$ cat src/rtl/clock_pkg.sv
// Shared constants and the 12-hour display mapping for the alarm-clock timekeeper.
package clock_pkg;

    localparam int DEF_SEC_PER_MIN   = 60;
    localparam int DEF_MIN_PER_HOUR  = 60;
    localparam int DEF_HOURS_PER_DAY = 24;

    localparam int DEF_SEC_W = $clog2(DEF_SEC_PER_MIN);
    localparam int DEF_MIN_W = $clog2(DEF_MIN_PER_HOUR);
    localparam int DEF_HR_W  = $clog2(DEF_HOURS_PER_DAY);

    // Wide enough for any hour count the display path is expected to carry
    localparam int DISP_W = 8;

    typedef struct packed {
        logic              pm;
        logic [DISP_W-1:0] disp;
    } disp12_t;

    // Midnight shows as 12 AM, noon as 12 PM, afternoon hours fold back by 12
    function automatic disp12_t to_12h(input logic [DISP_W-1:0] hours);
        disp12_t r;
        r.pm = (hours >= DISP_W'(12));
        if (hours == '0)
            r.disp = DISP_W'(12);
        else if (hours > DISP_W'(12))
            r.disp = hours - DISP_W'(12);
        else
            r.disp = hours;
        return r;
    endfunction

endpackage

$ cat src/rtl/clock_timekeeper_mod_counter.sv
// Modulo-MOD counter with load, clear and increment; wrap flags the MOD-1 -> 0 step.
module mod_counter #(
    parameter int MOD = 60,
    parameter int W   = $clog2(MOD)
) (
    input  logic         clk_1hz,
    input  logic         reset,
    input  logic         inc,
    input  logic         load,
    input  logic [W-1:0] load_val,
    input  logic         clr,
    output logic [W-1:0] value,
    output logic         wrap
);

    logic at_max;

    assign at_max = (value == W'(MOD - 1));
    assign wrap   = inc && at_max;

    always_ff @(posedge clk_1hz or posedge reset) begin
        if (reset)
            value <= '0;
        else if (load)
            value <= load_val;
        else if (clr)
            value <= '0;
        else if (inc)
            value <= at_max ? '0 : value + W'(1);
    end

endmodule

$ cat src/rtl/clock_timekeeper.sv
// Time-of-day counter: load/adjust/count priority, load validation, carry ticks
// and a combinational 12/24-hour display view.
module clock_timekeeper
    import clock_pkg::*;
#(
    parameter int SEC_PER_MIN   = DEF_SEC_PER_MIN,
    parameter int MIN_PER_HOUR  = DEF_MIN_PER_HOUR,
    parameter int HOURS_PER_DAY = DEF_HOURS_PER_DAY,
    parameter int SEC_W         = $clog2(SEC_PER_MIN),
    parameter int MIN_W         = $clog2(MIN_PER_HOUR),
    parameter int HR_W          = $clog2(HOURS_PER_DAY)
) (
    input  logic             clk_1hz,
    input  logic             reset,
    input  logic             run_en,
    input  logic             mode12,
    input  logic             set_valid,
    input  logic [HR_W-1:0]  set_hours,
    input  logic [MIN_W-1:0] set_minutes,
    input  logic [SEC_W-1:0] set_seconds,
    output logic             set_ack,
    output logic             set_err,
    input  logic             inc_min,
    input  logic             inc_hour,
    output logic [SEC_W-1:0] seconds,
    output logic [MIN_W-1:0] minutes,
    output logic [HR_W-1:0]  hours,
    output logic [HR_W-1:0]  disp_hours,
    output logic             pm,
    output logic             min_tick,
    output logic             hour_tick,
    output logic             day_tick
);

    logic    in_range;
    logic    load;
    logic    adjust;
    logic    count;
    logic    sec_clr;
    logic    min_inc;
    logic    hr_inc;
    logic    sec_wrap;
    logic    min_wrap;
    logic    hr_wrap;
    disp12_t d12;

    assign in_range = (int'(set_hours)   < HOURS_PER_DAY) &&
                      (int'(set_minutes) < MIN_PER_HOUR)  &&
                      (int'(set_seconds) < SEC_PER_MIN);

    // Exactly one of load / adjust / count may act on any edge
    assign load    = set_valid && in_range;
    assign adjust  = !set_valid && (inc_min || inc_hour);
    assign count   = !set_valid && !adjust && run_en;

    assign sec_clr = adjust && inc_min;
    assign min_inc = count ? sec_wrap : (adjust && inc_min);
    assign hr_inc  = count ? min_wrap : (adjust && inc_hour);

    mod_counter #(.MOD(SEC_PER_MIN), .W(SEC_W)) u_sec (
        .clk_1hz  (clk_1hz),
        .reset    (reset),
        .inc      (count),
        .load     (load),
        .load_val (set_seconds),
        .clr      (sec_clr),
        .value    (seconds),
        .wrap     (sec_wrap)
    );

    mod_counter #(.MOD(MIN_PER_HOUR), .W(MIN_W)) u_min (
        .clk_1hz  (clk_1hz),
        .reset    (reset),
        .inc      (min_inc),
        .load     (load),
        .load_val (set_minutes),
        .clr      (1'b0),
        .value    (minutes),
        .wrap     (min_wrap)
    );

    mod_counter #(.MOD(HOURS_PER_DAY), .W(HR_W)) u_hr (
        .clk_1hz  (clk_1hz),
        .reset    (reset),
        .inc      (hr_inc),
        .load     (load),
        .load_val (set_hours),
        .clr      (1'b0),
        .value    (hours),
        .wrap     (hr_wrap)
    );

    // Adjust-edge wraps must not raise ticks, so carries are qualified by count
    always_ff @(posedge clk_1hz or posedge reset) begin
        if (reset) begin
            set_ack   <= 1'b0;
            set_err   <= 1'b0;
            min_tick  <= 1'b0;
            hour_tick <= 1'b0;
            day_tick  <= 1'b0;
        end else begin
            set_ack   <= load;
            set_err   <= set_valid && !in_range;
            min_tick  <= count && sec_wrap;
            hour_tick <= count && min_wrap;
            day_tick  <= count && hr_wrap;
        end
    end

    assign d12 = to_12h(DISP_W'(hours));

    always_comb begin
        disp_hours = hours;
        pm         = 1'b0;
        if (HOURS_PER_DAY == 24) begin
            pm = d12.pm;
            if (mode12)
                disp_hours = HR_W'(d12.disp);
        end
    end

endmodule

$ cat config.mk
export PLATFORM = sky130hd
export DESIGN_NAME = clock_timekeeper
export DESIGN_NICKNAME = d
export VERILOG_FILES = /design/src/rtl/clock_pkg.sv /design/src/rtl/clock_timekeeper_mod_counter.sv /design/src/rtl/clock_timekeeper.sv
export SDC_FILE = /design/constraint.sdc
export NUM_CORES = 1
export LEC_CHECK = 0
export CAP_MARGIN = 15
export CORE_MARGIN = 3
export CORE_UTILIZATION = 35
export DETAILED_ROUTE_END_ITERATION = 12
export PLACE_DENSITY = 0.75
export SLEW_MARGIN = 20
export SYNTH_ARGS = -nofsm -noshare
export SYNTH_HDL_FRONTEND = slang
export SYNTH_HIERARCHICAL = 1
export SYNTH_SLANG_ARGS = --single-unit
$ cat constraint.sdc
create_clock -name clk_1hz -period 2.9 [get_ports clk_1hz]
set_clock_uncertainty 0.1 [all_clocks]
set_input_delay 0.87 -clock clk_1hz [delete_from_list [all_inputs] [get_ports clk_1hz]]
set_output_delay 0.87 -clock clk_1hz [all_outputs]
set_load 0.02 [all_outputs]
# Yosys cells after proc, flatten, opt, wreduce, memory -nomap -nowiden
# Cells that the tools add are included.
# Widths: inputs -> output; s select.
[classes] magnitude_cmp=5 eq_ne=3 reduce_logical=23 addsub=4 n_mux=15
[ops] operator="$mux 6" n=7
[ops] operator="$mux 5" n=6
[ops] operator="$logic_and 1x1->1" n=15
[ops] operator="$add 6x1->6 const B" n=2
[ops] operator="$eq 6x6->1 const B" n=2
[ops] operator="$lt 6x6->1 const B" n=2
[ops] operator="$add 5x1->5 const B" n=1
[ops] operator="$eq 5x5->1 const B" n=1
[ops] operator="$ge 5x4->1 const B" n=1
[ops] operator="$gt 5x4->1 const B" n=1
[ops] operator="$logic_not 5->1" n=1
[ops] operator="$lt 5x5->1 const B" n=1
[ops] operator="$sub 5x4->5 const B" n=1
[ops] operator="$reduce_bool 2->1" n=2
[ops] operator="$logic_not 1->1" n=3
[ops] operator="$reduce_bool 3->1" n=1
[ops] operator="$mux 1" n=2
[ops] operator="$logic_or 1x1->1" n=1
[totals] input_bits=24 elab_cells=58 output_inout_bits=28 register_bits=22

# Logic depth before layout (Yosys ltp)
# Gate-level depths: netlist (run 1).
[depth] word_depth=11 ltp_mapped=14 depth_no_buf=12

# Modules after synthesis
# The synthesis (run 1) kept the hierarchy.
[modules_own_cells] module="mod_counter (u_min ...)" instances=2 cells_each=45 area_each_um2=401.6 seq_area_each_um2=150.1
[modules_own_cells] module="clock_timekeeper" instances=1 cells_each=44 area_each_um2=375.4 seq_area_each_um2=125.1
[modules_own_cells] module="mod_counter (u_hr)" instances=1 cells_each=29 area_each_um2=275.3 seq_area_each_um2=125.1

# Worst setup path before layout (run 1)
# OpenSTA, ideal clock, no wires.
[synth_path] kind="input-to-reg" startpoint="in inc_hour" endpoint="reg day_tick" path_buffers=2 arrival_time_ns=2.994 setup_time_ns=0.066 required_ns=2.734 cell_stages=14 path_slack_ns=-0.260 path_cell_list="nor4b_2 buf_2 inv_1 nor3_1 and2_1 or2_2 buf_2 inv_1 nor3_1 and2_1 a21o_1 nand3_1 nor3b_1 and2_1"
[synth_between] elab_chain_cells=11 elab_cells_between_ends=13 cone_classes="mux (2); reduce/logical (11)"
[synth_rtl] item="from (decl)" line="clock_timekeeper.sv:24" text="input logic inc_hour,"
[synth_rtl] item="$logic_or 1x1->1" line="clock_timekeeper.sv:53" text="assign adjust = !set_valid && (inc_min || inc_hour);"
[synth_rtl] item="$logic_and 1x1->1" line="clock_timekeeper.sv:53"
[synth_rtl] item="$logic_not 1->1" line="clock_timekeeper.sv:54" text="assign count = !set_valid && !adjust && run_en;"
[synth_rtl] item="$logic_and 1x1->1 (2 in a row)" line="clock_timekeeper.sv:54"
[synth_rtl] item="$logic_and 1x1->1" line="clock_timekeeper_mod_counter.sv:19" text="assign wrap = inc && at_max;"
[synth_rtl] item="named net sec_wrap" line="clock_timekeeper.sv:42" text="logic sec_wrap;"
[synth_rtl] item="$mux 1" line="clock_timekeeper.sv:57" text="assign min_inc = count ? sec_wrap : (adjust && inc_min);"
[synth_rtl] item="named net min_inc" line="clock_timekeeper.sv:40" text="logic min_inc;"
[synth_rtl] item="$logic_and 1x1->1" line="clock_timekeeper_mod_counter.sv:19"
[synth_rtl] item="named net min_wrap" line="clock_timekeeper.sv:43" text="logic min_wrap;"
[synth_rtl] item="$mux 1" line="clock_timekeeper.sv:58" text="assign hr_inc = count ? min_wrap : (adjust && inc_hour);"
[synth_rtl] item="named net hr_inc" line="clock_timekeeper.sv:41" text="logic hr_inc;"
[synth_rtl] item="$logic_and 1x1->1" line="clock_timekeeper_mod_counter.sv:19"
[synth_rtl] item="named net hr_wrap" line="clock_timekeeper.sv:44" text="logic hr_wrap;"
[synth_rtl] item="$logic_and 1x1->1" line="clock_timekeeper.sv:106" text="day_tick <= count && hr_wrap;"
[synth_rtl] item="to (signal assigned)" line="clock_timekeeper.sv:106"
[synth_rtl] item="to (decl)" line="clock_timekeeper.sv:32" text="output logic day_tick"
# The timed path passes the listed nets, and every way through them passes these cells.
# A chain may end at the register's enable or synchronous reset.

# Worst setup path in the final report (run 1)
[layout_path] startpoint="in mode12" endpoint="out disp_hours[4]"
[layout_between] elab_chain_cells=1
[layout_rtl] item="from (decl)" line="clock_timekeeper.sv:16" text="input logic mode12,"
[layout_rtl] item="$mux 5" line="clock_timekeeper.sv:117" text="if (mode12)"
[layout_rtl] item="to (decl)" line="clock_timekeeper.sv:28" text="output logic [HR_W-1:0] disp_hours,"
# Every way passes these cells.

==> flow_metrics.env, run 1 <==
export IMPL_path_class="primary input to output pin"
export IMPL_syn_area_um2=1450
export IMPL_p_switching_uw=293
export IMPL_rsz0062_at_grt="yes"
export IMPL_syn_avg_cell_area_um2=8.92
export IMPL_final_max_slew_viol_count=0
export IMPL_die_x_um=70.5
export IMPL_fin_nets=267
export IMPL_crit_required_ns=1.93
export IMPL_reg2reg_slack_ns=0.51
export IMPL_layout_common_cells="clkdlybuf4s50_1 (43), dfrtp_1 (22), buf_4 (21), nand2_1 (17), o21ai_0 (10)"
export IMPL_antenna_found_initial=0
export IMPL_wirelength_um=3860
export IMPL_p_int_uw=685
export IMPL_setup_viol=0
export IMPL_async_flop_share_pct=100
export IMPL_synth_distinct_cells=44
export IMPL_period_share_pct=97.8
export IMPL_min_from="u_min/value[0]"
export IMPL_grt_overflow=0
export IMPL_num_vias=1484
export IMPL_rows=22
export IMPL_placed_cells=280
export IMPL_path_max_fanout=2
export IMPL_synth_edff_count=0
export IMPL_final_area_um2=2290
export IMPL_initial_core_util_pct=38.0
export IMPL_start_kind="primary input"
export IMPL_ff2ff_path_depth=12
export IMPL_r2r_end="u_hr/value[3]"
export IMPL_cp_end_kind="output pin"
export IMPL_hp_class="flip-flop to flip-flop"
export IMPL_rr_startpoint="u_sec/value[0]"
export IMPL_diodes=0
export IMPL_power_switching_share_pct=30.0
export IMPL_power_frac_clock_pct=29.0
export IMPL_status="finished clean"
export IMPL_syn_inst=163
export IMPL_grt_usage_pct=15.6
export IMPL_grt_pass1_wl_um=6310
export IMPL_grt_max_degree=14
export IMPL_io_pins=52
export IMPL_cts_tree="yes"
export IMPL_drive_gt1_share_pct=20.7
export IMPL_portBuffers=51
export IMPL_fin_cells=285
export IMPL_placed_area_um2=2170
export IMPL_ys_seq_area_share_pct=37.9
export IMPL_cts_sinks=22
export IMPL_numCtsBuffers=3
export IMPL_fin_ws_ns=0.0633
export IMPL_hold_violations=0
export IMPL_hpwlAfterDp_um=3070
export IMPL_fmax_ghz=0.353
export IMPL_clkTransAtPathRegs_ns=0.07
export IMPL_post_drt_via_cell_ratio=5.21
export IMPL_cts_root_buf="clkbuf_8"
export IMPL_drv_cap=0
export IMPL_final_common_cell="clkdlybuf4s50_1"
export IMPL_peakVddDrop_v=0.000298
export IMPL_cts_buffer_depth=2
export IMPL_area_growth_pct=57.3
export IMPL_hold_depth=1
export IMPL_drcViolationCount=0
export IMPL_power_leakage_nw=0.977
export IMPL_fp_dieH_um=70.5
export IMPL_total_power_uw=978
export IMPL_post_route_util_pct=59.8
export IMPL_min_period_ns=2.84
export IMPL_place_ws_ns=-0.701
export IMPL_synth_seq_cells=22
export IMPL_core_um2=3830
export IMPL_min_to="u_min/value[0]"
export IMPL_wl_per_cell_um=13.5
export IMPL_drtAntennaViolNets=0
export IMPL_first_global_vias=1430
export IMPL_pwr_share_seq_pct=37.6
export IMPL_hold_ws_ns=0.464
export IMPL_yosysWarnings=6
export IMPL_first_pass_iters=4
export IMPL_gp_congestion=0.859
export IMPL_crit_arrival_ns=1.87
export IMPL_tns_ns=0
export IMPL_clk_latency_ns=0.27
export IMPL_die_area_um2=4960
export IMPL_combPwrFrac_pct=33.3
export IMPL_htreeDepth=1
export IMPL_synthFlopType="dfrtp_1"
export IMPL_initialDrtViolationCount=85
export IMPL_p_per_area_nw_per_um2=428
-- worst max-delay path: stages --
cell	delay, ns
clkdlybuf4s15_1	0.19
inv_1	0.05
or4_4	0.42
o31ai_4	0.19
buf_6	0.14
-- sequential cells by signal (all words and copies together), names as in the netlist --
register and count:
u_hr/value 5, min_tick 1, u_sec/value 6, hour_tick 1, u_min/value 6, day_tick 1, set_err 1, set_ack 1
-- synth_stat cells, drive strengths merged (2+ instances only) --
cell type / count / area share, %
a211oi: 2 / 1.0
a21boi: 2 / 1.0
a21oi: 5 / 1.7
a221o: 2 / 1.4
a31oi: 3 / 1.3
a32oi: 3 / 1.8
and2: 3 / 1.3
and3b: 2 / 1.2
and4: 2 / 1.2
buf: 4 / 2.2
clkbuf: 2 / 0.52
dfrtp: 22 / 38
ha: 5 / 4.3
inv: 12 / 3.1
mux2i: 7 / 4.8
nand2: 17 / 4.4
nand2b: 2 / 0.86
nand3: 10 / 3.4
nand4: 3 / 1.3
nor2: 5 / 1.3
nor2b: 2 / 0.86
nor3: 5 / 1.7
nor3b: 3 / 1.5
nor4: 2 / 0.86
o2111ai: 2 / 1.2
o21ai: 14 / 4.8
o21ba: 2 / 1.4
o22ai: 2 / 0.86
o31ai: 3 / 1.9
o41ai: 3 / 1.8
or2: 4 / 2.2
-- area by class of cell --
| type | instances | area [µm²] |
|---|---|---|
| Clock buffer | 3 | 41.3 |
| Multi-Input combinational cell | 125 | 883 |
| Timing Repair Buffer | 73 | 671 |
| Clock inverter | 1 | 30.0 |
| Inverter | 13 | 51.3 |
| Sequential cell | 22 | 551 |
| Tap cell | 48 | 60.1 |
| Fill cell | 347 | 1540 |
-- worst max-delay path by stage --
stage | startpoint | end | slack, ns | cells past startpoint
5_1_grt | run_en | u_hr/value[1] | -0.009 | 13
2_1_floorplan | set_valid | u_hr/value[3] | -0.002 | 14
3_3_place_gp | mode12 | disp_hours[4] | -0.68 | 5
3_5_place_dp | mode12 | disp_hours[4] | -0.70 | 5
6_report | mode12 | disp_hours[4] | 0.06 | 5
4_1_cts | run_en | u_hr/value[3] | 0.0002 | 13
-- repair_timing --
| action | 4_1_cts | 5_1_grt |
|---|---|---|
| gates resized for setup | 24 | 5 |
| pin swaps | 6 | 3 |
| hold endpoints to repair | 0 | 0 |
| buffers inserted | 1 | 0 |
| hold buffers | 0 | 0 |
| endpoints found under the setup margin | 10 | 8 |
-- layer usage --
| metal | part of all wire, % | up-vias | GRT usage (%) | routed length (µm) |
|---|---|---|---|---|
| met5 | 0 | - | 0 | 0 |
| met4 | 0.93 | 0 | 4.47 | 36 |
| met3 | 5.5 | 2 | 3.74 | 212 |
| met2 | 49 | 43 | 27.0 | 1890 |
| met1 | 44 | 697 | 19.2 | 1720 |
| li1 | - | 742 | - | - |
-- cell families after synthesis --
kind of cell / count (synthesis) / synth area share, %
other: 1 / 0.258
adders and majority gates: 5 / 4.30
AOI/OAI and AO/OA: 45 / 21.4
and+or+nand+nor: 62 / 24.0
DFF: 22 / 37.9
muxes: 7 / 4.82
xor gates and xnor gates: 2 / 1.21
buffers and inverters: 19 / 6.11
-- power by group through the flow --
stage | Clock (mW) | Sequential, mW | Combinational (mW)
floorplan | 0 | 0.405 | 0.129
global placement | 0 | 0.371 | 0.322
detailed placement | 0 | 0.372 | 0.327
CTS | 0.297 | 0.368 | 0.323
global route | 0.307 | 0.373 | 0.353
finish | 0.284 | 0.368 | 0.326
No activity file was read; power rests on OpenSTA's default activity.
==> inputs of run 2 (changes only) <==
--- a/config.mk
+++ b/config.mk
@@ -9,9 +9,8 @@
 export CORE_MARGIN = 3
 export CORE_UTILIZATION = 35
 export DETAILED_ROUTE_END_ITERATION = 12
-export PLACE_DENSITY = 0.75
+export PLACE_DENSITY = 0.76
 export SLEW_MARGIN = 20
 export SYNTH_ARGS = -nofsm -noshare
 export SYNTH_HDL_FRONTEND = slang
-export SYNTH_HIERARCHICAL = 1
 export SYNTH_SLANG_ARGS = --single-unit
==> run 2 against run 1 <==
- worst setup slack gained 0.066 ns
- critical path depth is the same
- largest power group is now combinational logic
- worst hold slack gained 0.018 ns
- via count shrank 3.8%
- non-clock buffer count shrank 8
- sequential share of layout area grew 1.9 points
==> flow_metrics.env, run 2 <==
export IMPL_status="finished clean"
export IMPL_first_pass_iters=4
export IMPL_hold_violations=0
export IMPL_wl_per_cell_um=13.6
export IMPL_min_period_ns=2.77
export IMPL_initialDrtViolationCount=65
export IMPL_initial_core_util_pct=37.3
export IMPL_cp_end_kind="output pin"
export IMPL_hpwlAfterDp_um=2850
export IMPL_drive_gt1_share_pct=11.5
export IMPL_async_flop_share_pct=100
export IMPL_final_area_um2=2120
export IMPL_die_area_um2=4810
export IMPL_wirelength_um=3750
export IMPL_hp_class="flip-flop to flip-flop"
export IMPL_ys_seq_area_share_pct=39.2
export IMPL_cts_tree="yes"
export IMPL_synth_distinct_cells=41
export IMPL_fp_dieH_um=69.4
export IMPL_total_power_mw=1.09
export IMPL_clk_latency_ns=0.26
export IMPL_die_x_um=69.4
export IMPL_diodes=0
export IMPL_synthFlopType="dfrtp_1"
export IMPL_holdBufCountCts=0
export IMPL_power_frac_clock_pct=20.5
export IMPL_placed_cells=271
export IMPL_post_route_util_pct=56.2
export IMPL_p_switching_uw=391
export IMPL_fin_cells=275
export IMPL_area_growth_pct=50.8
export IMPL_grt_usage_pct=15.7
export IMPL_yosysMostFrequentCell="dfrtp_1"
export IMPL_power_switching_share_pct=36.0
export IMPL_reg_top3="u_min.value x6, u_sec.value x6, u_hr.value x5"
export IMPL_hold_ws_ns=0.481
export IMPL_place_ws_ns=-0.622
export IMPL_yosys_area_top_type="dfrtp_1"
export IMPL_setup_viol=0
export IMPL_synth_top_area_share_pct=39.2
export IMPL_cts_sinks=22
export IMPL_yosysWarnings=0
export IMPL_start_kind="primary input"
export IMPL_synth_seq_cells=22
export IMPL_first_global_vias=1383
export IMPL_drv_cap=0
export IMPL_p_int_uw=697
export IMPL_num_vias=1428
export IMPL_drtAntennaViolNets=0
export IMPL_htreeDepth=1
export IMPL_placed_area_um2=2060
export IMPL_cts_buffer_depth=2
export IMPL_fin_ws_ns=0.130
export IMPL_final_common_cell="clkdlybuf4s50_1"
export IMPL_drcViolationCount=0
export IMPL_gp_congestion=0.879
export IMPL_netlist_top_cells_area="dfrtp_1 (39%), ha_1 (6.2%), nand2_1 (4.3%)"
export IMPL_portBuffers=51
export IMPL_antenna_found_initial=0
export IMPL_pwr_share_seq_pct=37.2
export IMPL_rows=22
export IMPL_crit_arrival_ns=1.80
export IMPL_rsz0062_at_grt="no"
export IMPL_post_cts_buffers=0
export IMPL_p_per_area_nw_per_um2=514
export IMPL_numCtsBuffers=3
export IMPL_fmax_ghz=0.361
export IMPL_grt_pass1_wl_um=6350
export IMPL_period_share_pct=95.5
export IMPL_core_um2=3770
export IMPL_tns_ns=0
export IMPL_post_drt_via_cell_ratio=5.19
export IMPL_peakVddDrop_v=0.000256
export IMPL_syn_inst=164
export IMPL_syn_area_um2=1410
export IMPL_fin_nets=259
export IMPL_grt_overflow=0
export IMPL_final_max_slew_viol_count=0
export IMPL_synth_edff_count=0
export IMPL_syn_avg_cell_area_um2=8.57
export IMPL_path_class="primary input to output pin"
export IMPL_clkTransAtPathRegs_ns=0.08
export IMPL_crit_required_ns=1.93
export IMPL_synth_top_cells_by_count="dfrtp_1 (22), nand2_1 (16), nor2_1 (13)"
export IMPL_grt_max_degree=23
export IMPL_combPwrFrac_pct=42.3
export IMPL_max_slew_margin_pct=59.5
export IMPL_layout_common_cells="clkdlybuf4s50_1 (45), dfrtp_1 (22), nand2_1 (16), buf_4 (15), nor2_1 (13)"
export IMPL_power_leakage_nw=0.921
export IMPL_path_max_fanout=4
export IMPL_syn_num_nets=195
export IMPL_cts_root_buf="clkbuf_8"
export IMPL_io_pins=52
export IMPL_tightest_slew_ns=0.601
==> run 2: cell types whose count changed after synthesis, moves of 4 or more <==
cell | previous run | this run
a31oi_1 | 3 | 7
and3_1 | 0 | 4
mux2i_1 | 7 | 1
nor2_1 | 5 | 13
o211ai_1 | 0 | 4
or3_1 | 0 | 4
==> run 2: logic make-up after synthesis <==
| kind of cell | share of synthesized area [%] |
|---|---|
| compound gates | 18.3 |
| xor+xnor | 0.623 |
| fa+ha+maj | 6.23 |
| buf+inv | 4.63 |
| flops | 39.2 |
| mux | 0.712 |
| simple gates | 30.4 |
==> run 2: what timing repair did <==
item                                    in CTS  in global routing
endpoints found under the hold margin        0                  0
pin swaps                                    1                  1
endpoints found under the setup margin       7                  4
resized for setup                           18                  0
==> run 2: layout make-up <==
type | instances | area (µm²)
timing repair buffer | 65 | 612
tap | 48 | 60.1
sequential | 22 | 551
multi-input combinational | 125 | 800
clock buffer | 4 | 55.1
inverter | 11 | 41.3
fill | 354 | 1650
==> run 2: final timing paths <==
path / startpoint / end / slack (ns) / cells after the start
setup / recovery: mode12 / disp_hours[3] / 0.13 / 5
hold / removal: u_min.value[0] / u_min.value[0] / 0.48 / 2
setup reg to reg: u_sec.value[0] / u_hr.value[3] / 0.79 / 6
hold reg to reg: u_min.value[0] / u_min.value[0] / 0.48 / 2
max in group asynchronous: reset / u_min.value[1] / 1.65 / 3
min in group asynchronous: reset / u_hr.value[1] / 0.83 / 3
==> run 2: worst max-delay path, cell delays in order <==
cell and delay, ns:
dlygate4sd2_1 0.26, o21ai_1 0.13, nor2_1 0.06, o21ai_0 0.13, dlygate4sd2_1 0.34
==> run 2: routing by layer <==
metal	wire, µm	up-vias	GRT usage [%]
met1	1830	662	21.0
met2	1740	39	26.8
li1	-	723	-
met3	159	4	1.74
met4	23	0	4.12
met5	0	-	0
==> run 2: power groups by stage <==
stage	Combinational, mW	Clock [mW]	Sequential [mW]
after floorplan	0.189	0	0.454
after global placement	0.461	0	0.408
after detailed placement	0.466	0	0.409
after CTS	0.464	0.227	0.404
after global routing	0.504	0.237	0.415
final	0.461	0.223	0.405
==> inputs of run 3 (changes only) <==
--- a/config.mk
+++ b/config.mk
@@ -9,8 +9,9 @@
 export CORE_MARGIN = 3
 export CORE_UTILIZATION = 35
 export DETAILED_ROUTE_END_ITERATION = 12
-export PLACE_DENSITY = 0.76
+export PLACE_DENSITY = 0.75
 export SLEW_MARGIN = 20
 export SYNTH_ARGS = -nofsm -noshare
 export SYNTH_HDL_FRONTEND = slang
+export SYNTH_HIERARCHICAL = 1
 export SYNTH_SLANG_ARGS = --single-unit
==> results of run 3 <==
Same layout as run 1: the final DEF is identical, and so are final timing and power.
==> patch 1, RTL diff (config.mk and constraints of run 2) <==
The package constant `DEF_MIN_PER_HOUR` goes from 60 to 90.
--- a/src/rtl/clock_pkg.sv
+++ b/src/rtl/clock_pkg.sv
@@ -4,3 +4,3 @@
     localparam int DEF_SEC_PER_MIN   = 60;
-    localparam int DEF_MIN_PER_HOUR  = 60;
+    localparam int DEF_MIN_PER_HOUR  = 90;
     localparam int DEF_HOURS_PER_DAY = 24;
Ports: changed (resized minutes and set_minutes); port bits go from 52 to 54. No check against the original RTL was run, so the function may have changed too.
==> patch 1 against run 2 <==
  * Synthesized area rose by 15%
  * Power up 15%
  * Worst hold slack gained 0.013 ns
  * Sequential share of layout area down 1.6 points
  * Setup slack got worse by 0.035 ns
  * Wire length increased by 16%
  * Sequential cell count up 1
  * Highest routed layer unchanged
  * Via count increased by 20%
  * Final area rose by 12%
==> patch 1: results (changes against run 2) <==
Place
  • Post-DP HPWL: 3420 um (+20%)
  • Placer Congestion: 0.821 (-6.7%)
  • # port buffers: 53 (+3.9%)
  • Place WS: -0.746 ns (-0.124 ns)

Outcome
  • Outcome: finished, final reports clean

Route
  • DR iter-0 viols: 83 (+28%)
  • Initial DRT Pass Iterations: 6 (+2)
  • WL/cell: 14.0 um (+2.9%)
  • Vias/cell: 5.52 (+6.4%)

Synth
  • Largest cells by area after synthesis: dfrtp_1 36%, ha_1 6.2%, a31oi_1 5.0%
  • Register area share after synthesis: 35.7% (-3.5 points)
  • Synth cell count leaders: 23 x dfrtp_1, 18 x nand2_1, 15 x a21oi_1
  • Ys async rst share: 100% (unchanged)
  • Netlist cell types: 44 (+7.3%)
  • Post-synth top flop: dfrtp_1
  • Synth warn: 0 (unchanged)
  • Syn Nets: 222 (+14%)

Timing
  • Setup violators final: 0 (unchanged)
  • Final Hold Viols: 0 (unchanged)
  • Worst Max-Slew Pin Slew: 0.523 ns (-0.0786 ns)

Finish
  • Largest registers: u_min.value: 7 flops, u_sec.value: 6 flops, u_hr.value: 5 flops
  • N_diodes: 0 (unchanged)
  • Share of layout cells above drive strength 1: 14.7% (+3.2 points)
  • Nets: 293 (+13%)

Critical path
  • WP data arrival: 1.84 ns (+0.04 ns)
  • Crit Path Max Fanout: 2 (-2)
  • Slowest cell on crit path: or4_1
  • Max stage delay on crit path: 0.45 ns (+0.11 ns)
  • Top Family by Delay on Critical Path: simple AND/OR/NAND/NOR gates

CTS
  • Cts bufs inserted: 3 (unchanged)
  • Clk buf depth: 2 (unchanged)
  • CTS Root Buffer Type: clkbuf_8
  • CTS H-tree depth: 1 (unchanged)
  • Clk slew on worst S/H paths: 0.08 ns (about the same)
  • Clk_lat worst skew: 0.26 ns (about the same)

GRT
  • Gr usage total: 17.6% (+1.9 points)
  • Largest net degree at the start of global routing: 24 (+4.3%)
  • Vias in the first global route: 1726 (+25%)
  • Initial antenna violation count: 0 (unchanged)
  • First-pass GRT wire length: 7700 um (+21%)
  • Final global-route overflow total: 0 (unchanged)

Flow run
  • MaxCap Viol Count: 0 (unchanged)

Min path
  • Tightest Hold Check Type: reg2reg

Pwr
  • Pleak: 0.000974 uW (+5.7%)
  • VDD IR max: 0.240 mV (-6.4%)
patch 1: worst paths after layout:
check	start	end	slack [ns]	depth (start not counted)
min in group asynchronous	reset	u_hr.value[0]	0.85	3
worst min-delay path	u_min.value[6]	u_min.value[6]	0.49	2
worst max-delay path	mode12	disp_hours[4]	0.09	6
max in group asynchronous	reset	u_hr.value[3]	1.60	3
worst max register to register	u_sec.value[0]	u_min.value[5]	0.83	5
worst min register to register	u_min.value[6]	u_min.value[6]	0.49	2
patch 1: area by class of cell:
| cell class | count | area [um^2] |
|---|---|---|
| fillers | 416 | 2050 |
| multi-input cells | 149 | 968 |
| repair buffers | 74 | 677 |
| flip-flops and latches | 23 | 577 |
| well taps | 52 | 65.1 |
| clock buffers | 4 | 45.0 |
| inverters | 9 | 33.8 |
patch 1: layer usage:
layer,global-route usage [%],share of wire (%),up-vias
met1,23.0,45,815
met5,0,0,-
met2,29.6,48,46
met3,3.42,6.0,6
li1,-,-,851
met4,4.63,1.2,0
patch 1: power breakdown:
| group | switching, uW | internal [uW] | leakage [uW] |
|---|---|---|---|
| combinational | 313 | 300 | 0.000668 |
| sequential | 68.9 | 373 | 0.000283 |
| clock | 95.4 | 97.8 | 0.0000228 |
| total | 477 | 771 | 0.000974 |
patch 1: metrics by stage:
stage / cell area [um^2] / std cells / hold WS (ns) / TNS (ns) / total power [uW]
floorplan: 1610 / 189 / 0.551 / 0 / 756
global placement: 2330 / 307 / 0.470 / -2.36 / 1060
detailed placement: 2330 / 307 / 0.479 / -2.51 / 1070
CTS: 2370 / 311 / 0.497 / 0 / 1260
global route: 2370 / 311 / 0.539 / 0 / 1350
finish: 2370 / 311 / 0.494 / 0 / 1250
patch 1: cell families (layout without fill, tap and decap cells):
group           count (synthesis)  after routing  share of synthesized area, %
xor+xnor                        1              1                         0.543
buf+inv                        17             87                          4.27
simple gates                   85             85                          31.3
flops                          23             23                          35.7
fa+ha+maj                       8              8                          6.21
compound gates                 55             55                          22.0
patch 1: what timing repair did:
item                       in CTS  in global routing
pin swaps                       2                  2
buffers inserted                0                  0
hold buffers                    0                  0
gates resized for setup        13                  7
setup endpoints to repair       5                  3
patch 1: worst reg2reg max path, cell delays in order (launching register included):
cell and delay [ns]:
dfrtp_1 0.42, ha_1 0.27, nor2b_1 0.25, a31oi_1 0.24
or4_1 0.55, a31oi_1 0.18
==> patch 2, RTL diff (flow settings as in run 2) <==
Made on the original files. Put one more register stage on the output `set_err`, cleared by the reset. The value now appears one clock later. The other outputs are not delayed to match.
--- a/src/rtl/clock_timekeeper.sv
+++ b/src/rtl/clock_timekeeper.sv
@@ -33,2 +33,4 @@
 );
+
+    logic set_err_s0;
 
@@ -96,3 +98,3 @@
             set_ack   <= 1'b0;
-            set_err   <= 1'b0;
+            set_err_s0 <= 1'b0;
             min_tick  <= 1'b0;
@@ -102,3 +104,3 @@
             set_ack   <= load;
-            set_err   <= set_valid && !in_range;
+            set_err_s0 <= set_valid && !in_range;
             min_tick  <= count && sec_wrap;
@@ -121,2 +123,10 @@
 
+    always_ff @(posedge clk_1hz or posedge reset) begin
+        if (reset) begin
+            set_err <= '0;
+        end else begin
+            set_err <= set_err_s0;
+        end
+    end
+
 endmodule
Function: changed (Yosys sat finds a counterexample within 4 cycles, from zero or initial values and one cycle with reset high).
==> patch 2 against run 2 <==
  * Synthesized area rose by 2.0%
  * Sequential cell count rose by 1
  * Fmax fell by 2.4%
  * Combinational power fell by 2%
  * Clock power fell by 12%
  * Setup slack got worse by 0.069 ns
  * Power fell by 1.9%
  * Synthesized cell count did not move
  * Sequential share of layout area rose by 1.2 points
  * Via count rose by 1.8%
  * Count of clock-buffer cells in the layout fell by 1
  * Largest cell class unchanged
  * First-iteration DRC count rose by 15%
  * Wire length fell by 0.85%
  * Critical endpoint is now u_hr.value[3]
  * Largest power group unchanged
  * Final area fell by 0.18%
==> patch 2: results (changes against run 2) <==
Outcome
  • Outcome: finished, final reports clean

Finish
  • Share of layout cells above drive strength 1: 9.29% (-2.2 points)
  • Nets: 258 (-0.39%)

Synth
  • Netlist cell types: 40 (-2.4%)
  • Post-Synth XOR/XNOR Area: 0.611% (-0.012 points)
  • Largest cells by area after synthesis: dfrtp_1 40%, ha_1 6.1%, nand2_1 4.2%
  • Adder-cell share of the synthesized area: 6.11% (-0.12 points)
  • Synth cell count leaders: 23 x dfrtp_1, 16 x nand2_1, 13 x nor2_1
  • Post-synthesis compound-gate area fraction: 20.9% (+2.6 points)

Route
  • Final WL: 3720 um (-0.85%)
  • DR iter-0 viols: 75 (+15%)
  • Vias/cell: 5.30 (+2.1%)
  • Via count: 1453 (+1.8%)

Pwr
  • Switch share: 36.3% (+0.38 points)
  • VDD IR max: 0.199 mV (-22%)

Timing
  • Worst slew margin: 61.1% (+1.6 points)
  • Hold Slack: 0.268 ns (-0.214 ns)

Critical path
  • Reg2reg setup slack: 0.75 ns (-0.04 ns)
  • Max stage delay on crit path: 0.60 ns (+0.26 ns)
  • Crit Path Max Fanout: 5 (+1)
  • Slowest cell on crit path: or4b_1
  • Top Family by Delay on Critical Path: simple AND/OR/NAND/NOR gates

GRT
  • Gr usage total: 15.2% (-0.53 points)
  • Met3 Use GR: 2.59% (+0.85 points)

Place
  • Placer Congestion: 0.840 (-4.4%)

Min path
  • Worst Hold Path EP: set_err
patch 2: cell count changes after synthesis, moves of 2 or more:
cell	change
a21oi_1	+2
o211ai_1	-2
nand3_1	-3
a31oi_1	+2
a32o_1	+2
patch 2: power by group through the flow:
stage / combinational, uW / clock [uW] / sequential, uW
after CTS: 458 / 204 / 419
final: 452 / 197 / 419
after global placement: 458 / 0 / 424
after detailed placement: 463 / 0 / 425
after global routing: 492 / 220 / 430
after floorplan: 191 / 0 / 468
patch 2: routing by layer:
| layer | vias to the layer above | share of wire (%) |
|---|---|---|
| li1 | 726 | - |
| met1 | 672 | 47 |
| met2 | 51 | 46 |
| met3 | 4 | 5.7 |
| met4 | 0 | 0.91 |
| met5 | - | 0 |
patch 2: worst register-to-register path, delay by kind of cell (launching register included):
kind | cells | cell delay, ns
adder cells (fa/ha/maj) | 1 | 0.25
flip-flops | 1 | 0.43
AO/OA/AOI/OAI | 1 | 0.17
AND/OR/NAND/NOR | 4 | 1.13
patch 2: worst max path at each step:
stage / startpoint / endpoint / slack [ns] / cells after the start
floorplan: set_valid / u_hr.value[3] / 0.16 / 6
global placement: mode12 / disp_hours[4] / -0.57 / 5
detailed placement: mode12 / disp_hours[4] / -0.64 / 5
CTS: set_valid / u_hr.value[3] / 0.07 / 6
global route: set_valid / u_hr.value[3] / 0.02 / 6
finish: set_valid / u_hr.value[3] / 0.06 / 6
patch 2: cells by family after synthesis:
logic type               Yosys count
AND/OR/NAND/NOR                   72
AO/OA/AOI/OAI                     46
flip-flops                        23
buffers and inverters             15
adder cells (fa/ha/maj)            7
XOR/XNOR                           1
patch 2: area by class of cell:
class	count	area, um^2
fill	375	1680
multi-input combinational	126	806
timing repair buffer	63	589
sequential	23	576
tap	48	60.1
clock buffer	3	41.3
inverter	10	37.5
clock inverter	1	5.00
patch 2: per-stage QoR:
| step | setup slack, ns | setup TNS, ns | instance area (um^2) | power, uW |
|---|---|---|---|---|
| floorplan | 0.161 | 0 | 1430 | 659 |
| global placement | -0.573 | -3.09 | 2070 | 881 |
| detailed placement | -0.635 | -3.50 | 2070 | 888 |
| CTS | 0.0681 | 0 | 2120 | 1080 |
| global route | 0.0173 | 0 | 2110 | 1140 |
| finish | 0.0602 | 0 | 2110 | 1070 |
patch 2: what timing repair did:
item / CTS / global route
buffers inserted: 0 / 0
hold buffers: 0 / 0
endpoints found under the hold margin: 0 / 0
pin swaps: 2 / 0
gates resized for setup: 16 / 2
endpoints found under the setup margin: 7 / 1
